$ cat config.mk
export PLATFORM = sky130hd
export DESIGN_NAME = data_stack_unit_flat
export DESIGN_NICKNAME = d
export VERILOG_FILES = /design/src/rtl/data_stack_unit_pkg.sv /design/src/rtl/data_stack_unit_if.sv /design/src/rtl/data_stack_unit_ram.sv /design/src/rtl/data_stack_unit.sv /design/src/flat_wrapper.sv
export SDC_FILE = /design/constraint.sdc
export NUM_CORES = 1
export LEC_CHECK = 0
export ABC_AREA = 1
export BUFFER_PORTS_ARGS = -buffer_cell sky130_fd_sc_hd__buf_2
export CAP_MARGIN = 20
export CORE_MARGIN = 2
export CORE_UTILIZATION = 65
export CTS_BUF_LIST = sky130_fd_sc_hd__clkbuf_16
export DETAILED_ROUTE_END_ITERATION = 6
export GPL_TIMING_DRIVEN = 0
export PLACE_DENSITY = 0.8
export RECOVER_POWER = 100
export SYNTH_ARGS = -nofsm -noshare
export SYNTH_HDL_FRONTEND = slang
export SYNTH_HIERARCHICAL = 1
export SYNTH_SLANG_ARGS = --single-unit
$ cat constraint.sdc
create_clock -name clk -period 5.7 [get_ports clk]
set_input_delay 0.285 -clock clk [delete_from_list [all_inputs] [get_ports clk]]
set_output_delay 0.285 -clock clk [all_outputs]
set_load 0.03 [all_outputs]
$ cat src/rtl/data_stack_unit_pkg.sv
// Shared types and sizes for the data stack unit.
// Optional macro DATA_STACK_PEEK_EN adds top/next-of-stack peek ports elsewhere.
package data_stack_unit_pkg;

    localparam int STACK_WIDTH = 16;
    localparam int STACK_DEPTH = 32;

    typedef enum logic {
        RUN   = 1'b0,
        FAULT = 1'b1
    } stack_state_t;

    // Encoding is {push_stack, pop_stack}.
    typedef enum logic [1:0] {
        NOP     = 2'b00,
        POP     = 2'b01,
        PUSH    = 2'b10,
        REPLACE = 2'b11
    } stack_cmd_t;

endpackage

$ cat src/rtl/data_stack_unit_if.sv
// Command/response bundle between the control FSM (master) and the data stack (slave).
// With DATA_STACK_PEEK_EN defined, tos_peek/nos_peek are carried as well.
interface data_stack_unit_if #(
    parameter int WIDTH = data_stack_unit_pkg::STACK_WIDTH,
    parameter int PTR_W = $clog2(data_stack_unit_pkg::STACK_DEPTH) + 1
);

    logic             rst_stack;
    logic             push_stack;
    logic             pop_stack;
    logic [WIDTH-1:0] stack_data;
    logic [WIDTH-1:0] data_out;
    logic             data_valid;
    logic [PTR_W-1:0] tos_pointer;
    logic             empty;
    logic             full;
    logic             overflow_err;
    logic             underflow_err;
    logic             fault;
`ifdef DATA_STACK_PEEK_EN
    logic [WIDTH-1:0] tos_peek;
    logic [WIDTH-1:0] nos_peek;
`endif

    modport master (
        output rst_stack, push_stack, pop_stack, stack_data,
        input  data_out, data_valid, tos_pointer, empty, full,
               overflow_err, underflow_err, fault
`ifdef DATA_STACK_PEEK_EN
        , input tos_peek, nos_peek
`endif
    );

    modport slave (
        input  rst_stack, push_stack, pop_stack, stack_data,
        output data_out, data_valid, tos_pointer, empty, full,
               overflow_err, underflow_err, fault
`ifdef DATA_STACK_PEEK_EN
        , output tos_peek, nos_peek
`endif
    );

endinterface

$ cat src/rtl/data_stack_unit_ram.sv
// Stack storage: one synchronous write port, one combinational read port,
// plus a second read port when DATA_STACK_PEEK_EN is defined.
module stack_ram #(
    parameter int WIDTH = 16,
    parameter int DEPTH = 32,
    parameter int AW    = $clog2(DEPTH)
) (
    input  logic             clk,
    input  logic             we_i,
    input  logic [AW-1:0]    waddr_i,
    input  logic [WIDTH-1:0] wdata_i,
    input  logic [AW-1:0]    raddr_i,
    output logic [WIDTH-1:0] rdata_o
`ifdef DATA_STACK_PEEK_EN
    ,
    input  logic [AW-1:0]    raddr2_i,
    output logic [WIDTH-1:0] rdata2_o
`endif
);

    logic [WIDTH-1:0] mem_q [DEPTH];

    // Contents are deliberately left unreset; only the pointer defines validity.
    always_ff @(posedge clk) begin
        if (we_i) begin
            mem_q[waddr_i] <= wdata_i;
        end
    end

    assign rdata_o = mem_q[raddr_i];

`ifdef DATA_STACK_PEEK_EN
    assign rdata2_o = mem_q[raddr2_i];
`endif

endmodule

$ cat src/rtl/data_stack_unit.sv
// LIFO operand stack with RUN/FAULT state, sticky error flags and registered pop data.
// Optional macro DATA_STACK_PEEK_EN exposes combinational top/next-of-stack peeks.
module data_stack_unit
    import data_stack_unit_pkg::*;
#(
    parameter int WIDTH = STACK_WIDTH,
    parameter int DEPTH = STACK_DEPTH,
    parameter int PTR_W = $clog2(DEPTH) + 1
) (
    input  logic clk,
    input  logic rst,
    data_stack_unit_if.slave stack_if
);

    localparam int AW = PTR_W - 1;

    stack_state_t     state_q;
    logic [PTR_W-1:0] sp_q;
    logic [WIDTH-1:0] dataOut_q;
    logic             dataValid_q;
    logic             overflowErr_q;
    logic             underflowErr_q;

    stack_cmd_t       cmd;
    logic             isEmpty;
    logic             isFull;
    logic             ramWe;
    logic [AW-1:0]    ramWaddr;
    logic [AW-1:0]    topAddr;
    logic [WIDTH-1:0] topData;

    assign cmd     = stack_cmd_t'({stack_if.push_stack, stack_if.pop_stack});
    assign isEmpty = (sp_q == '0);
    assign isFull  = (sp_q == PTR_W'(DEPTH));
    // Low-bit arithmetic wraps correctly at sp == DEPTH, where the index field is 0.
    assign topAddr = sp_q[AW-1:0] - AW'(1);

    assign ramWe = (state_q == RUN) && !stack_if.rst_stack &&
                   (((cmd == PUSH) && !isFull) || ((cmd == REPLACE) && !isEmpty));
    assign ramWaddr = (cmd == REPLACE) ? topAddr : sp_q[AW-1:0];

`ifdef DATA_STACK_PEEK_EN
    logic [WIDTH-1:0] nosData;

    stack_ram #(.WIDTH(WIDTH), .DEPTH(DEPTH), .AW(AW)) u_ram (
        .clk      (clk),
        .we_i     (ramWe),
        .waddr_i  (ramWaddr),
        .wdata_i  (stack_if.stack_data),
        .raddr_i  (topAddr),
        .rdata_o  (topData),
        .raddr2_i (sp_q[AW-1:0] - AW'(2)),
        .rdata2_o (nosData)
    );

    assign stack_if.tos_peek = (sp_q >= PTR_W'(1)) ? topData : '0;
    assign stack_if.nos_peek = (sp_q >= PTR_W'(2)) ? nosData : '0;
`else
    stack_ram #(.WIDTH(WIDTH), .DEPTH(DEPTH), .AW(AW)) u_ram (
        .clk     (clk),
        .we_i    (ramWe),
        .waddr_i (ramWaddr),
        .wdata_i (stack_if.stack_data),
        .raddr_i (topAddr),
        .rdata_o (topData)
    );
`endif

    // rst_stack outranks every command; FAULT freezes everything until a clear.
    always_ff @(posedge clk or posedge rst) begin
        if (rst) begin
            state_q        <= RUN;
            sp_q           <= '0;
            dataOut_q      <= '0;
            dataValid_q    <= 1'b0;
            overflowErr_q  <= 1'b0;
            underflowErr_q <= 1'b0;
        end else begin
            dataValid_q <= 1'b0;
            if (stack_if.rst_stack) begin
                state_q        <= RUN;
                sp_q           <= '0;
                dataOut_q      <= '0;
                overflowErr_q  <= 1'b0;
                underflowErr_q <= 1'b0;
            end else if (state_q == RUN) begin
                case (cmd)
                    PUSH: begin
                        if (isFull) begin
                            overflowErr_q <= 1'b1;
                            state_q       <= FAULT;
                        end else begin
                            sp_q <= sp_q + PTR_W'(1);
                        end
                    end
                    POP: begin
                        if (isEmpty) begin
                            underflowErr_q <= 1'b1;
                            state_q        <= FAULT;
                        end else begin
                            dataOut_q   <= topData;
                            dataValid_q <= 1'b1;
                            sp_q        <= sp_q - PTR_W'(1);
                        end
                    end
                    REPLACE: begin
                        if (isEmpty) begin
                            underflowErr_q <= 1'b1;
                            state_q        <= FAULT;
                        end else begin
                            dataOut_q   <= topData;
                            dataValid_q <= 1'b1;
                        end
                    end
                    default: ;
                endcase
            end
        end
    end

    assign stack_if.data_out      = dataOut_q;
    assign stack_if.data_valid    = dataValid_q;
    assign stack_if.tos_pointer   = sp_q;
    assign stack_if.empty         = isEmpty;
    assign stack_if.full          = isFull;
    assign stack_if.overflow_err  = overflowErr_q;
    assign stack_if.underflow_err = underflowErr_q;
    assign stack_if.fault         = (state_q == FAULT);

endmodule

$ cat src/flat_wrapper.sv
// flat-port wrapper written by rule: the top's interface ports become plain ports
module data_stack_unit_flat import data_stack_unit_pkg::*;
#(
    parameter int WIDTH = STACK_WIDTH,
    parameter int DEPTH = STACK_DEPTH,
    parameter int PTR_W = $clog2(DEPTH) + 1
)
  (clk, rst, stack_if_rst_stack, stack_if_push_stack, stack_if_pop_stack, stack_if_stack_data, stack_if_data_out, stack_if_data_valid, stack_if_tos_pointer, stack_if_empty, stack_if_full, stack_if_overflow_err, stack_if_underflow_err, stack_if_fault);
  data_stack_unit_if #(.WIDTH(WIDTH), .PTR_W(PTR_W)) stack_if_i ();
  input  logic clk;
  input  logic rst;
  input wire logic [$bits(stack_if_i.rst_stack)-1:0] stack_if_rst_stack;
  input wire logic [$bits(stack_if_i.push_stack)-1:0] stack_if_push_stack;
  input wire logic [$bits(stack_if_i.pop_stack)-1:0] stack_if_pop_stack;
  input wire logic [$bits(stack_if_i.stack_data)-1:0] stack_if_stack_data;
  output wire logic [$bits(stack_if_i.data_out)-1:0] stack_if_data_out;
  output wire logic [$bits(stack_if_i.data_valid)-1:0] stack_if_data_valid;
  output wire logic [$bits(stack_if_i.tos_pointer)-1:0] stack_if_tos_pointer;
  output wire logic [$bits(stack_if_i.empty)-1:0] stack_if_empty;
  output wire logic [$bits(stack_if_i.full)-1:0] stack_if_full;
  output wire logic [$bits(stack_if_i.overflow_err)-1:0] stack_if_overflow_err;
  output wire logic [$bits(stack_if_i.underflow_err)-1:0] stack_if_underflow_err;
  output wire logic [$bits(stack_if_i.fault)-1:0] stack_if_fault;
  assign stack_if_i.rst_stack = stack_if_rst_stack;
  assign stack_if_i.push_stack = stack_if_push_stack;
  assign stack_if_i.pop_stack = stack_if_pop_stack;
  assign stack_if_i.stack_data = stack_if_stack_data;
  assign stack_if_data_out = stack_if_i.data_out;
  assign stack_if_data_valid = stack_if_i.data_valid;
  assign stack_if_tos_pointer = stack_if_i.tos_pointer;
  assign stack_if_empty = stack_if_i.empty;
  assign stack_if_full = stack_if_i.full;
  assign stack_if_overflow_err = stack_if_i.overflow_err;
  assign stack_if_underflow_err = stack_if_i.underflow_err;
  assign stack_if_fault = stack_if_i.fault;
  data_stack_unit #(.WIDTH(WIDTH), .DEPTH(DEPTH), .PTR_W(PTR_W)) u_core (.clk(clk), .rst(rst), .stack_if(stack_if_i));
endmodule
==> report_table.html, run 1 <==
<table>
<tr><th>Metric</th><th>Value</th></tr>
<tr><th colspan="2">Worst setup path</th></tr>
<tr><td>CP Class</td><td>register to register</td></tr>
<tr><td>Crit path arrival time</td><td>between 4 and 5 ns</td></tr>
<tr><td>Startpoint class of the critical path</td><td>register</td></tr>
<tr><td>Maximum net fanout on the critical path</td><td>9</td></tr>
<tr><td>Element type at the critical path end</td><td>register</td></tr>
<tr><td>Required time of the critical path</td><td>approximately 5.9 ns</td></tr>
<tr><th colspan="2">Run status</th></tr>
<tr><td>Failing checks</td><td>max-capacitance violations, max-slew violations</td></tr>
<tr><td>Status</td><td>finished, violations left</td></tr>
<tr><th colspan="2">Power and ir drop</th></tr>
<tr><td>Lkg Pwr</td><td>between 9 and 10 nW</td></tr>
<tr><td>IR drop worst, VDD</td><td>0.323 mV</td></tr>
<tr><td>Pwr Density</td><td>roughly 600 nW/µm²</td></tr>
<tr><th colspan="2">Route</th></tr>
<tr><td>Detailed-route wire length per cell</td><td>25.0 µm</td></tr>
<tr><td>Count of antenna-violating nets left after detailed routing</td><td>0</td></tr>
<tr><td>Starting DRT DRC Count</td><td>2252</td></tr>
<tr><td>Length of the first detailed-routing pass in iterations</td><td>6</td></tr>
<tr><td>DRC violations left</td><td>0</td></tr>
<tr><td>Count of vias placed by the detailed router</td><td>~16000</td></tr>
<tr><td>Post-Route WL</td><td>around 65 mm</td></tr>
<tr><td>Per-cell via count in the routed design</td><td>between 6 and 7</td></tr>
<tr><th colspan="2">Logic synthesis</th></tr>
<tr><td>Top-count cell post-synth</td><td>sky130_fd_sc_hd__nand2_1</td></tr>
<tr><td>Area of the mapped netlist</td><td>22500 µm²</td></tr>
<tr><td>Area share of xor/xnor cells in the synthesized design</td><td>0.00273</td></tr>
<tr><td>Post-Synth Simple-Gate Area</td><td>0.236</td></tr>
<tr><td>Dominant synthesized flop cell</td><td>sky130_fd_sc_hd__edfxtp_1</td></tr>
<tr><td>Post-synthesis adder-cell area fraction</td><td>0.00278</td></tr>
<tr><td>Dominant combinational cell family by area after synthesis</td><td>simple AND/OR/NAND/NOR gates</td></tr>
<tr><td>Flop and latch count out of synthesis</td><td>538</td></tr>
<tr><td>Post-synthesis async set-or-reset flop share</td><td>0.0483</td></tr>
<tr><td>Sequential share of the synthesized area</td><td>0.713</td></tr>
<tr><td>Number of flops mapped to enable cells by yosys</td><td>512</td></tr>
<tr><td>Mean instance size in the synthesized netlist</td><td>11.4 µm²</td></tr>
<tr><td>Synth top area share</td><td>0.684</td></tr>
<tr><td>Post-synthesis cell type count</td><td>32</td></tr>
<tr><td>Mux contribution to synthesized area</td><td>0</td></tr>
<tr><td>Ranking of synthesized cells by area</td><td>sky130_fd_sc_hd__edfxtp_1 (68%), sky130_fd_sc_hd__nand2_1 (13%), sky130_fd_sc_hd__nand3_1 (9.4%)</td></tr>
<tr><td>Syn Inst Count</td><td>1972</td></tr>
<tr><td>Syn nets</td><td>about 2000</td></tr>
<tr><td>Complex-gate fraction of the synthesized area</td><td>0.00395</td></tr>
<tr><td>Number of warnings issued by yosys</td><td>6</td></tr>
<tr><td>Top cells by instance count after synthesis</td><td>sky130_fd_sc_hd__nand2_1 (787), sky130_fd_sc_hd__edfxtp_1 (512), sky130_fd_sc_hd__nand3_1 (421), sky130_fd_sc_hd__nor2_1 (38), sky130_fd_sc_hd__buf_2 (35)</td></tr>
<tr><td>Largest area contributor in the synthesized netlist</td><td>sky130_fd_sc_hd__edfxtp_1</td></tr>
<tr><th colspan="2">STA</th></tr>
<tr><td>Final setup skew</td><td>approximately 0.015 ns</td></tr>
<tr><td>Shortest clock period the worst path allows after layout</td><td>~4.2 ns</td></tr>
<tr><td>Measured slew at the worst slew-check pin</td><td>2.11 ns</td></tr>
<tr><td>Worst relative slew slack</td><td>-0.404</td></tr>
<tr><td>Total count of max-transition violations in the final report</td><td>546</td></tr>
<tr><td>Setup tns final</td><td>0 ns</td></tr>
<tr><td>Highest attainable clock frequency</td><td>between 0.2 and 0.25 GHz</td></tr>
<tr><td>Final Setup Violations</td><td>0</td></tr>
<tr><td>RSZ-0062 raised after global routing</td><td>no</td></tr>
<tr><td>Number of hold-slack violations in the final timing report</td><td>0</td></tr>
<tr><td>Min setup slack post-route</td><td>about 1.5 ns</td></tr>
<tr><td>Final worst-path cycle share</td><td>0.739</td></tr>
<tr><th colspan="2">Global routing</th></tr>
<tr><td>Largest net degree at the start of global routing</td><td>33</td></tr>
<tr><td>GRT Util Overall</td><td>0.366</td></tr>
<tr><td>Number of antenna violations at the first check in global routing</td><td>2</td></tr>
<tr><td>Global-route wire length before repair</td><td>94.7 mm</td></tr>
<tr><td>Via count of the first global-routing pass</td><td>between 15000 and 20000</td></tr>
<tr><td>Grt ovf</td><td>0</td></tr>
<tr><th colspan="2">Clocking</th></tr>
<tr><td>Number of buffers between clock root and the deepest sink</td><td>3</td></tr>
<tr><td>Clock root buffer master</td><td>sky130_fd_sc_hd__clkbuf_16</td></tr>
<tr><td>Clock latency at the later pin of the worst-skew pair</td><td>roughly 0.57 ns</td></tr>
<tr><td>Clock sink count</td><td>between 500 and 600</td></tr>
<tr><td>Clk slew on worst S/H paths</td><td>roughly 0.060 ns</td></tr>
<tr><td>Htree depth</td><td>2</td></tr>
<tr><td>Total clock buffers created by CTS</td><td>52</td></tr>
<tr><td>TritonCTS clock tree</td><td>built</td></tr>
<tr><td>Post-CTS repair timing setup buffer count</td><td>0</td></tr>
<tr><th colspan="2">Final layout</th></tr>
<tr><td>Nets</td><td>about 2100</td></tr>
<tr><td>Filler cell count in the final layout</td><td>approximately 2300</td></tr>
<tr><td>Area growth syn-to-layout</td><td>10.8%</td></tr>
<tr><td>Layout cell share with drive strength beyond 1</td><td>0.0829</td></tr>
<tr><th colspan="2">Placed design</th></tr>
<tr><td>DP HPWL</td><td>between 40 and 50 mm</td></tr>
<tr><td>Dpl ws</td><td>2.18 ns</td></tr>
<tr><td>RD Place Congestion</td><td>between 0.9 and 1</td></tr>
<tr><td>Input/output buffers</td><td>48</td></tr>
<tr><th colspan="2">Die</th></tr>
<tr><td>Total Die Area</td><td>36100 µm²</td></tr>
<tr><td>Initial Util</td><td>0.656</td></tr>
<tr><td>Row count</td><td>68</td></tr>
<tr><td>Placeable core region</td><td>34300 µm²</td></tr>
<tr><td>Die width</td><td>roughly 190 µm</td></tr>
<tr><td>I/O pin count</td><td>between 40 and 50</td></tr>
<tr><td>Vertical die dimension</td><td>190 µm</td></tr>
<tr><th colspan="2">Hold path</th></tr>
<tr><td>Classification of the worst-slack hold path</td><td>input pin to async pin</td></tr>
<tr><th colspan="2">Flow run</th></tr>
<tr><td>Maximum capacitance violations</td><td>17</td></tr>
</table>
## power breakdown
group | internal (mW) | switching [mW]
Sequential | 4.49 | 0.0712
Combinational | 1.94 | 5.29
Clock | 1.75 | 1.42
## path summary, 6_finish.rpt
check / from / to / slack, ns / cells after the start
max in group asynchronous: rst / u_core/stack_if.tos_pointer[3] / 4.17 / 4
max: u_core/stack_if.tos_pointer[0] / u_core/u_ram/mem_q[27][6] / 1.49 / 10
max reg2reg: u_core/stack_if.tos_pointer[0] / u_core/u_ram/mem_q[27][6] / 1.49 / 10
min in group clk: stack_if_pop_stack / u_core/stack_if.fault / 0.23 / 5
min reg2reg: u_core/stack_if.overflow_err / u_core/stack_if.overflow_err / 0.49 / 1
min: rst / u_core/stack_if.data_out[10] / 0.11 / 3
## state kept, by name, indices dropped and copies added (netlist names)
name / cells
u_core/stack_if.data_valid: 1
u_core/stack_if.fault: 1
u_core/stack_if.data_out: 16
u_core/stack_if.underflow_err: 1
u_core/u_ram/mem_q: 512
u_core/stack_if.overflow_err: 1
u_core/stack_if.tos_pointer: 6
## area by class of cell
cell class              count  area, µm²  area share
plain buffers             113        801      0.0322
well taps                 455        569      0.0229
inverters                  36        140     0.00563
multi-input cells        1285       5480       0.220
clock inverters            39        201     0.00809
clock buffers              54       1350      0.0543
repair buffers             82        325      0.0131
diodes                      1       2.50    0.000101
flip-flops and latches    538      16000       0.644
## layout by cell type (no fill, tap or decap), types with 9 or more instances in the layout
cell and instances:
sky130_fd_sc_hd__clkinv_1 10, sky130_fd_sc_hd__nand2_1 788, sky130_fd_sc_hd__inv_1 41, sky130_fd_sc_hd__edfxtp_1 512, sky130_fd_sc_hd__buf_4 28, sky130_fd_sc_hd__clkbuf_1 97
sky130_fd_sc_hd__buf_2 37, sky130_fd_sc_hd__nand3_1 421, sky130_fd_sc_hd__clkinv_2 12, sky130_fd_sc_hd__clkbuf_16 54, sky130_fd_sc_hd__buf_6 27, sky130_fd_sc_hd__dfrtp_1 26
sky130_fd_sc_hd__o21ai_0 9, sky130_fd_sc_hd__nor2_1 39
## through the flow
step | hold WS, ns | cells | power, mW | cell area [µm²] | util
2_1_floorplan | 0.325 | 1972 | 9.01 | 22500 | -
3_3_place_gp | 0.469 | 2475 | 11.4 | 23300 | 0.679
3_5_place_dp | 0.488 | 2506 | 11.6 | 23800 | 0.693
4_1_cts | 0.199 | 2601 | 14.8 | 25300 | 0.739
5_1_grt | 0.124 | 2602 | 15.6 | 24900 | 0.726
6_report | 0.111 | 2603 | 15.0 | 24900 | 0.726
## metal layers
metal,GRT usage,share of wire,vias up
li1,-,-,7080
met1,0.482,0.35,7706
met2,0.594,0.47,1166
met3,0.0576,0.11,220
met4,0.198,0.063,2
met5,0,0.00020,-
## critical path, cell delays in order (launching register included)
cell and delay (ns):
sky130_fd_sc_hd__dfrtp_1 0.46, sky130_fd_sc_hd__inv_1 0.19, sky130_fd_sc_hd__ha_1 0.26, sky130_fd_sc_hd__nand2_1 0.07, sky130_fd_sc_hd__nor2_1 0.05, sky130_fd_sc_hd__nand2_1 0.18, sky130_fd_sc_hd__nand2_1 0.08, sky130_fd_sc_hd__a21oi_1 0.54
sky130_fd_sc_hd__nand3_1 0.43, sky130_fd_sc_hd__nor2_1 0.95, sky130_fd_sc_hd__clkbuf_1 0.62
## cell families after synthesis
group	after synthesis
simple gates	1259
buf+inv	149
xor+xnor	7
flops	538
compound gates	14
fa+ha+maj	5
## timing repair
action	4_1_cts	5_1_grt
hold buffers	2	0
resized for setup	0	0
hold endpoints to repair	27	0
No activity file was read; power rests on OpenSTA's default activity.
==> inputs of run 2 (changes only) <==
CORE_UTILIZATION = 62   (was 65)
PLACE_DENSITY = 0.77   (was 0.8)
clock period = 4.3 ns   (was 5.7 ns; I/O delays follow)
==> run 2 against run 1 <==
The flow finishes with violations (design-rule violations, negative hold slack, max-capacitance violations, max-slew violations); utilization shrank 2.1 points; total power increased by 34%; critical path depth unchanged; hold slack worse by 0.11 ns; routed wire length fell by 2.4%; largest power group unchanged; register-to-register slack worse by 1.1 ns; critical path type unchanged; highest routed layer is now met4.
==> report_table.html, run 2 (synthesis results as in run 1) <==
<table>
<tr><th>Metric</th><th>Value</th></tr>
<tr><th colspan="2">Run status</th></tr>
<tr><td>Status</td><td>finished, violations left</td></tr>
<tr><td>Failing checks</td><td>design-rule violations, negative hold slack, max-capacitance violations, max-slew violations</td></tr>
<tr><th colspan="2">STA</th></tr>
<tr><td>Setup tns final</td><td>0 ns (unchanged)</td></tr>
<tr><td>Measured slew at the worst slew-check pin</td><td>2.12 ns (+0.0124 ns)</td></tr>
<tr><td>Worst relative slew slack</td><td>-0.412 (-0.00827)</td></tr>
<tr><td>RSZ-0062 raised after global routing</td><td>no</td></tr>
<tr><td>Highest attainable clock frequency</td><td>0.256 GHz (+7.9%)</td></tr>
<tr><td>Final worst-path cycle share</td><td>0.908 (+0.169)</td></tr>
<tr><td>Final Setup Violations</td><td>0 (unchanged)</td></tr>
<tr><td>Total count of max-transition violations in the final report</td><td>529 (-3.1%)</td></tr>
<tr><td>Worst-case hold slack</td><td>-0.00166 ns (-0.113 ns)</td></tr>
<tr><td>Final setup skew</td><td>0.0248 ns (+0.00998 ns)</td></tr>
<tr><td>Number of hold-slack violations in the final timing report</td><td>1 (+1)</td></tr>
<tr><td>Shortest clock period the worst path allows after layout</td><td>3.90 ns (-0.307 ns)</td></tr>
<tr><th colspan="2">Placed design</th></tr>
<tr><td># placed instances</td><td>2508 (+0.080%)</td></tr>
<tr><td>DP HPWL</td><td>40.8 mm (-2.7%)</td></tr>
<tr><td>Input/output buffers</td><td>48 (unchanged)</td></tr>
<tr><td>RD Place Congestion</td><td>0.982 (+0.42%)</td></tr>
<tr><td>Post-place instance area</td><td>23800 µm² (about the same)</td></tr>
<tr><th colspan="2">Worst setup path</th></tr>
<tr><td>Element type at the critical path end</td><td>register</td></tr>
<tr><td>Maximum net fanout on the critical path</td><td>12 (+3)</td></tr>
<tr><td>Register-to-register path setup slack</td><td>0.40 ns (-1.09 ns)</td></tr>
<tr><td>Worst Path Buf+Inv</td><td>2 (unchanged)</td></tr>
<tr><td>Required time of the critical path</td><td>4.52 ns (-1.37 ns)</td></tr>
<tr><td>CP Class</td><td>register to register</td></tr>
<tr><td>List of cells traversed by the critical path</td><td>inv_1 &gt; ha_1 &gt; nand2_1 &gt; nor2_1 &gt; nand2_1 &gt; nand2_1 &gt; a21oi_1 &gt; nand3_1 &gt; nor2_1 &gt; clkbuf_1</td></tr>
<tr><td>Cell mode on critical path</td><td>sky130_fd_sc_hd__nand2_1</td></tr>
<tr><td>Startpoint class of the critical path</td><td>register</td></tr>
<tr><td>Crit path arrival time</td><td>4.13 ns (-0.27 ns)</td></tr>
<tr><td>Largest stage delay, worst path</td><td>0.71 ns (-0.24 ns)</td></tr>
<tr><td>Largest delay contributor family on the critical path</td><td>simple AND/OR/NAND/NOR gates</td></tr>
<tr><td>Crit-path slowest cell</td><td>sky130_fd_sc_hd__clkbuf_1</td></tr>
<tr><th colspan="2">Final layout</th></tr>
<tr><td>Utilization of the core after routing</td><td>0.706 (-0.0205)</td></tr>
<tr><td>Area growth syn-to-layout</td><td>11.9%</td></tr>
<tr><td>Layout cell share with drive strength beyond 1</td><td>0.0881 (+0.00521)</td></tr>
<tr><td>Max reg flops</td><td>512 (unchanged)</td></tr>
<tr><td>Filler cell count in the final layout</td><td>2454 (+5.3%)</td></tr>
<tr><td>Most frequent cells in the layout</td><td>sky130_fd_sc_hd__nand2_1 (788), sky130_fd_sc_hd__edfxtp_1 (512), sky130_fd_sc_hd__nand3_1 (421)</td></tr>
<tr><td>Nets</td><td>2131 (-0.14%)</td></tr>
<tr><td>Final Non-Filler Cells</td><td>2607 (+0.15%)</td></tr>
<tr><td>Area taken by multi-input logic gates</td><td>5490 µm² (+0.23%)</td></tr>
<tr><td>Commonest non-fill, non-tap cell in the layout</td><td>sky130_fd_sc_hd__nand2_1</td></tr>
<tr><td>Register with the most flip-flops</td><td>u_core/u_ram/mem_q</td></tr>
<tr><td>Register Area</td><td>16000 µm² (unchanged)</td></tr>
<tr><td>Area of all placed cells without fillers</td><td>25200 µm² (+1.1%)</td></tr>
<tr><th colspan="2">Power and ir drop</th></tr>
<tr><td>Pwr Density</td><td>794 nW/µm² (+32%)</td></tr>
<tr><td>Power, Total</td><td>20.0 mW (+34%)</td></tr>
<tr><td>IR drop worst, VDD</td><td>0.460 mV (+42%)</td></tr>
<tr><td>Lkg Pwr</td><td>9.65 nW (+1.5%)</td></tr>
<tr><th colspan="2">Clocking</th></tr>
<tr><td>Number of buffers between clock root and the deepest sink</td><td>3 (unchanged)</td></tr>
<tr><td>Clk slew on worst S/H paths</td><td>0.06 ns (about the same)</td></tr>
<tr><td>Clock sink count</td><td>538 (unchanged)</td></tr>
<tr><td>Clock root buffer master</td><td>sky130_fd_sc_hd__clkbuf_16</td></tr>
<tr><td>Htree depth</td><td>2 (unchanged)</td></tr>
<tr><td>TritonCTS clock tree</td><td>built</td></tr>
<tr><td>Clock latency at the later pin of the worst-skew pair</td><td>0.59 ns (+0.02 ns)</td></tr>
<tr><td>Total clock buffers created by CTS</td><td>53 (+1.9%)</td></tr>
<tr><th colspan="2">Global routing</th></tr>
<tr><td>Largest net degree at the start of global routing</td><td>33 (unchanged)</td></tr>
<tr><td>Global-route wire length before repair</td><td>93.0 mm (-1.8%)</td></tr>
<tr><td>Grt ovf</td><td>0 (unchanged)</td></tr>
<tr><td>Via count of the first global-routing pass</td><td>15200 (-2.1%)</td></tr>
<tr><td>GRT Util Overall</td><td>0.338 (-0.0286)</td></tr>
<tr><td>Number of antenna violations at the first check in global routing</td><td>1 (-1)</td></tr>
<tr><th colspan="2">Route</th></tr>
<tr><td>Count of vias placed by the detailed router</td><td>16100 (-0.17%)</td></tr>
<tr><td>Length of the first detailed-routing pass in iterations</td><td>7 (+1)</td></tr>
<tr><td>Detailed-route wire length per cell</td><td>24.4 µm (-2.5%)</td></tr>
<tr><td>Post-Route WL</td><td>63.5 mm (-2.4%)</td></tr>
<tr><td>Starting DRT DRC Count</td><td>2470 (+9.7%)</td></tr>
<tr><td>Count of antenna-violating nets left after detailed routing</td><td>0 (unchanged)</td></tr>
<tr><td>DRC violations left</td><td>18 (+18)</td></tr>
<tr><td>Per-cell via count in the routed design</td><td>6.19 (-0.33%)</td></tr>
<tr><th colspan="2">Die</th></tr>
<tr><td>Placeable core region</td><td>35700 µm² (+4.0%)</td></tr>
<tr><td>Total Die Area</td><td>37800 µm² (+4.7%)</td></tr>
<tr><td>Vertical die dimension</td><td>194 µm (+2.3%)</td></tr>
<tr><td>Row count</td><td>69 (+1.5%)</td></tr>
<tr><td>Die width</td><td>194 µm (+2.3%)</td></tr>
<tr><td>Initial Util</td><td>0.630 (-0.0251)</td></tr>
<tr><td>I/O pin count</td><td>49 (unchanged)</td></tr>
<tr><th colspan="2">Flow run</th></tr>
<tr><td>Maximum capacitance violations</td><td>16 (-1)</td></tr>
<tr><th colspan="2">Hold path</th></tr>
<tr><td>Classification of the worst-slack hold path</td><td>input pin to async pin</td></tr>
</table>
==> run 2: through the flow <==
step,worst slack [ns],hold slack [ns]
finish,0.396,-0.00166
CTS,0.755,0.119
global route,0.309,0.00170
global placement,0.433,0.463
detailed placement,0.809,0.478
floorplan,1.43,0.255
==> run 2: area by class of cell <==
class	instances	area share
flip-flops and latches	538	0.637
multi-input cells	1285	0.218
clock buffers	55	0.0547
plain buffers	113	0.0318
well taps	461	0.0229
repair buffers	78	0.0198
clock inverters	40	0.00975
inverters	36	0.00557
diodes	1	0.0000995
==> run 2: path summary, 6_finish.rpt <==
path | to | start | cells past startpoint
setup / recovery | u_core/u_ram/mem_q[19][9] | u_core/stack_if.tos_pointer[0] | 10
hold / removal | u_core/stack_if.data_out[6] | rst | 3
setup reg to reg | u_core/u_ram/mem_q[19][9] | u_core/stack_if.tos_pointer[0] | 10
hold reg to reg | u_core/stack_if.overflow_err | u_core/stack_if.overflow_err | 1
max in group asynchronous | u_core/stack_if.tos_pointer[4] | rst | 4
min in group clk | u_core/stack_if.fault | stack_if_pop_stack | 5
==> run 2: worst reg2reg max path, stage by stage (launching register included) <==
cell	delay, ns
sky130_fd_sc_hd__dfrtp_1	0.47
sky130_fd_sc_hd__inv_1	0.17
sky130_fd_sc_hd__ha_1	0.24
sky130_fd_sc_hd__nand2_1	0.07
sky130_fd_sc_hd__nor2_1	0.05
sky130_fd_sc_hd__nand2_1	0.18
sky130_fd_sc_hd__nand2_1	0.08
sky130_fd_sc_hd__a21oi_1	0.49
sky130_fd_sc_hd__nand3_1	0.47
sky130_fd_sc_hd__nor2_1	0.60
sky130_fd_sc_hd__clkbuf_1	0.71
==> run 2: routing by layer <==
metal	share of wire	global-route usage	vias up
li1	-	-	7077
met1	0.38	0.477	7772
met2	0.46	0.519	1136
met3	0.13	0.0708	161
met4	0.039	0.140	0
met5	0	0	-
==> run 2: power breakdown <==
group / internal (mW) / switching [mW]
logic: 2.59 / 7.02
clock network: 2.47 / 1.87
registers: 5.95 / 0.0952
total: 11.0 / 8.99
==> run 2: timing repair <==
action	4_1_cts	5_1_grt
hold endpoints to repair	27	0
hold buffers	2	0
setup buffers	0	0
gates resized for setup	0	0
==> inputs of run 3 (changes only) <==
CORE_UTILIZATION = 65   (was 62)
PLACE_DENSITY = 0.8   (was 0.77)
clock period = 4.59 ns   (was 4.3 ns; I/O delays follow)
==> run 3 against run 2 <==
The flow finishes with violations (max-capacitance violations, max-slew violations); total power decreased by 6.9%; routed wire length increased by 2.4%; register-to-register slack improved by 0.08 ns; count of clock-buffer cells in the layout decreased by 1; clock power decreased by 9.4%; cell count decreased by 0.15%; clock skew decreased by 0.012 ns; sequential share of layout area increased by 0.65 points; combinational power decreased by 6.2%; first-iteration DRC count decreased by 9.6%; critical endpoint is now u_core/u_ram/mem_q[26][1]; largest cell class unchanged; sequential cell count unchanged.
==> report_table.html, run 3 (synthesis results as in run 1) <==
<table>
<tr><th>Metric</th><th>Value</th></tr>
<tr><th colspan="2">Run status</th></tr>
<tr><td>Status</td><td>finished, violations left</td></tr>
<tr><td>Failing checks</td><td>max-capacitance violations, max-slew violations</td></tr>
<tr><th colspan="2">Die</th></tr>
<tr><td>Placeable core region</td><td>34300 µm² (-3.8%)</td></tr>
<tr><td>Die width</td><td>190 µm (-2.3%)</td></tr>
<tr><td>Initial Util</td><td>0.656 (+0.0251)</td></tr>
<tr><td>I/O pin count</td><td>49 (unchanged)</td></tr>
<tr><td>Row count</td><td>68 (-1.4%)</td></tr>
<tr><td>Vertical die dimension</td><td>190 µm (-2.3%)</td></tr>
<tr><td>Total Die Area</td><td>36100 µm² (-4.5%)</td></tr>
<tr><th colspan="2">Worst setup path</th></tr>
<tr><td>Worst setup path endpoint</td><td>u_core/u_ram/mem_q[26][1]</td></tr>
<tr><td>CP Class</td><td>register to register</td></tr>
<tr><td>Crit path launch</td><td>u_core/stack_if.tos_pointer[0]</td></tr>
<tr><td>Register-to-register path setup slack</td><td>0.48 ns (+0.08 ns)</td></tr>
<tr><td>Element type at the critical path end</td><td>register</td></tr>
<tr><td>List of cells traversed by the critical path</td><td>inv_1 &gt; ha_1 &gt; nand2_1 &gt; nor2_1 &gt; nand2_1 &gt; nand2_1 &gt; a21oi_1 &gt; nand3_1 &gt; nor2_1 &gt; clkbuf_1</td></tr>
<tr><td>Depth of the worst register-to-register path</td><td>10 (unchanged)</td></tr>
<tr><td>Crit path arrival time</td><td>4.31 ns (+0.18 ns)</td></tr>
<tr><td>Destination of the worst register-to-register timing path</td><td>u_core/u_ram/mem_q[26][1]</td></tr>
<tr><td>Cell mode on critical path</td><td>sky130_fd_sc_hd__nand2_1</td></tr>
<tr><td>Maximum net fanout on the critical path</td><td>9 (-3)</td></tr>
<tr><td>Worst reg2reg path startpoint</td><td>u_core/stack_if.tos_pointer[0]</td></tr>
<tr><td>Required time of the critical path</td><td>4.79 ns (+0.27 ns)</td></tr>
<tr><td>Largest stage delay, worst path</td><td>0.88 ns (+0.17 ns)</td></tr>
<tr><td>Crit-path slowest cell</td><td>sky130_fd_sc_hd__nor2_1</td></tr>
<tr><td>Startpoint class of the critical path</td><td>register</td></tr>
<tr><th colspan="2">Route</th></tr>
<tr><td>Length of the first detailed-routing pass in iterations</td><td>6 (-1)</td></tr>
<tr><td>Per-cell via count in the routed design</td><td>6.25 (+0.92%)</td></tr>
<tr><td>Detailed-route wire length per cell</td><td>25.0 µm (+2.6%)</td></tr>
<tr><td>Count of antenna-violating nets left after detailed routing</td><td>0 (unchanged)</td></tr>
<tr><td>Post-Route WL</td><td>65.1 mm (+2.4%)</td></tr>
<tr><td>DRC violations left</td><td>0 (-18)</td></tr>
<tr><td>Starting DRT DRC Count</td><td>2233 (-9.6%)</td></tr>
<tr><td>Count of vias placed by the detailed router</td><td>16300 (+0.77%)</td></tr>
<tr><th colspan="2">Final layout</th></tr>
<tr><td>Most frequent cells in the layout</td><td>sky130_fd_sc_hd__nand2_1 (788), sky130_fd_sc_hd__edfxtp_1 (512), sky130_fd_sc_hd__nand3_1 (421)</td></tr>
<tr><td>Area growth syn-to-layout</td><td>10.8%</td></tr>
<tr><td>Max reg flops</td><td>512 (unchanged)</td></tr>
<tr><td>Commonest non-fill, non-tap cell in the layout</td><td>sky130_fd_sc_hd__nand2_1</td></tr>
<tr><td>Filler cell count in the final layout</td><td>2328 (-5.1%)</td></tr>
<tr><td>Nets</td><td>2134 (+0.14%)</td></tr>
<tr><td>Register with the most flip-flops</td><td>u_core/u_ram/mem_q</td></tr>
<tr><td>Utilization of the core after routing</td><td>0.726 (+0.0207)</td></tr>
<tr><td>Layout cell share with drive strength beyond 1</td><td>0.0834 (-0.00474)</td></tr>
<tr><th colspan="2">Clocking</th></tr>
<tr><td>Hold bufs inserted after CTS</td><td>2 (unchanged)</td></tr>
<tr><td>Clk slew on worst S/H paths</td><td>0.06 ns (about the same)</td></tr>
<tr><td>TritonCTS clock tree</td><td>built</td></tr>
<tr><td>Clock latency at the later pin of the worst-skew pair</td><td>0.57 ns (-0.02 ns)</td></tr>
<tr><td>Htree depth</td><td>2 (unchanged)</td></tr>
<tr><td>CTS resizes</td><td>0 (unchanged)</td></tr>
<tr><td>Total clock buffers created by CTS</td><td>52 (-1.9%)</td></tr>
<tr><td>Clock root buffer master</td><td>sky130_fd_sc_hd__clkbuf_16</td></tr>
<tr><td>Clock sink count</td><td>538 (unchanged)</td></tr>
<tr><td>Number of buffers between clock root and the deepest sink</td><td>3 (unchanged)</td></tr>
<tr><td>Post-CTS repair timing setup buffer count</td><td>0 (unchanged)</td></tr>
<tr><th colspan="2">Global routing</th></tr>
<tr><td>Grt ovf</td><td>0 (unchanged)</td></tr>
<tr><td>Largest net degree at the start of global routing</td><td>33 (unchanged)</td></tr>
<tr><td>Global-route wire length before repair</td><td>94.7 mm (+1.8%)</td></tr>
<tr><td>Via count of the first global-routing pass</td><td>15500 (+2.1%)</td></tr>
<tr><td>Number of antenna violations at the first check in global routing</td><td>2 (+1)</td></tr>
<tr><td>GRT Util Overall</td><td>0.366 (+0.0286)</td></tr>
<tr><th colspan="2">STA</th></tr>
<tr><td>Final worst-path cycle share</td><td>0.896 (-0.0122)</td></tr>
<tr><td>Setup tns final</td><td>0 ns (unchanged)</td></tr>
<tr><td>Highest attainable clock frequency</td><td>0.243 GHz (-5.0%)</td></tr>
<tr><td>Number of hold-slack violations in the final timing report</td><td>0 (-1)</td></tr>
<tr><td>Final setup skew</td><td>0.0131 ns (-0.0117 ns)</td></tr>
<tr><td>Min setup slack post-route</td><td>0.478 ns (+0.0826 ns)</td></tr>
<tr><td>Shortest clock period the worst path allows after layout</td><td>4.11 ns (+0.207 ns)</td></tr>
<tr><td>Final Setup Violations</td><td>0 (unchanged)</td></tr>
<tr><td>RSZ-0062 raised after global routing</td><td>no</td></tr>
<tr><td>Worst relative slew slack</td><td>-0.387 (+0.0250)</td></tr>
<tr><td>Total count of max-transition violations in the final report</td><td>546 (+3.2%)</td></tr>
<tr><td>Measured slew at the worst slew-check pin</td><td>2.08 ns (-0.0375 ns)</td></tr>
<tr><td>Worst-case hold slack</td><td>0.0564 ns (+0.0580 ns)</td></tr>
<tr><th colspan="2">Placed design</th></tr>
<tr><td>Input/output buffers</td><td>48 (unchanged)</td></tr>
<tr><td>DP HPWL</td><td>41.9 mm (+2.8%)</td></tr>
<tr><td>Dpl ws</td><td>1.07 ns (+0.259 ns)</td></tr>
<tr><td>RD Place Congestion</td><td>0.978 (-0.42%)</td></tr>
<tr><th colspan="2">Flow run</th></tr>
<tr><td>Maximum capacitance violations</td><td>17 (+1)</td></tr>
<tr><th colspan="2">Power and ir drop</th></tr>
<tr><td>IR drop worst, VDD</td><td>0.401 mV (-13%)</td></tr>
<tr><td>Lkg Pwr</td><td>9.51 nW (-1.4%)</td></tr>
<tr><td>Pwr Density</td><td>747 nW/µm² (-6.0%)</td></tr>
<tr><td>Power, Total</td><td>18.6 mW (-6.9%)</td></tr>
<tr><th colspan="2">Hold path</th></tr>
<tr><td>Classification of the worst-slack hold path</td><td>input pin to async pin</td></tr>
</table>
-- run 3: metal layers --
metal	track usage	wire [µm]	up-vias
met5	0	13	-
met2	0.594	30900	1216
met3	0.0576	7100	213
li1	-	-	7079
met4	0.198	4070	2
met1	0.482	22900	7760
-- run 3: worst min path at each step --
stage,from,endpoint,slack (ns),depth (start not counted)
after floorplan,rst,u_core/stack_if.data_out[0],0.27,1
after global placement,rst,u_core/stack_if.data_out[10],0.47,2
after detailed placement,rst,u_core/stack_if.data_out[10],0.49,2
after CTS,stack_if_pop_stack,u_core/stack_if.fault,0.14,5
after global routing,rst,u_core/stack_if.data_out[4],0.07,3
final,rst,u_core/stack_if.data_out[10],0.06,3
-- run 3: final cells by class --
type | count | area [µm²] | area share
tap | 455 | 569 | 0.0229
sequential | 538 | 16000 | 0.643
clock inverter | 39 | 201 | 0.00809
buffer | 113 | 801 | 0.0322
clock buffer | 54 | 1350 | 0.0543
inverter | 36 | 140 | 0.00563
antenna | 1 | 2.50 | 0.000100
timing repair buffer | 82 | 333 | 0.0134
multi-input combinational | 1285 | 5480 | 0.220
-- run 3: where the power goes --
group	switching [mW]	leakage, nW	internal, mW	total (mW)
Sequential	0.0883	4.95	5.57	5.66
Combinational	6.60	3.74	2.41	9.01
Clock	1.76	0.815	2.17	3.93
-- run 3: metrics by stage --
stage	cells	instance area, µm²
3_3_place_gp	2475	23300
5_1_grt	2602	24900
4_1_cts	2601	25300
3_5_place_dp	2506	23800
2_1_floorplan	1972	22500
6_report	2603	24900
-- run 3: worst max-delay path: cells and delay by family (launching register included) --
family	cells	cell delay (ns)
flops	1	0.46
simple gates	6	1.70
buf+inv	2	0.77
compound gates	1	0.54
fa+ha+maj	1	0.26
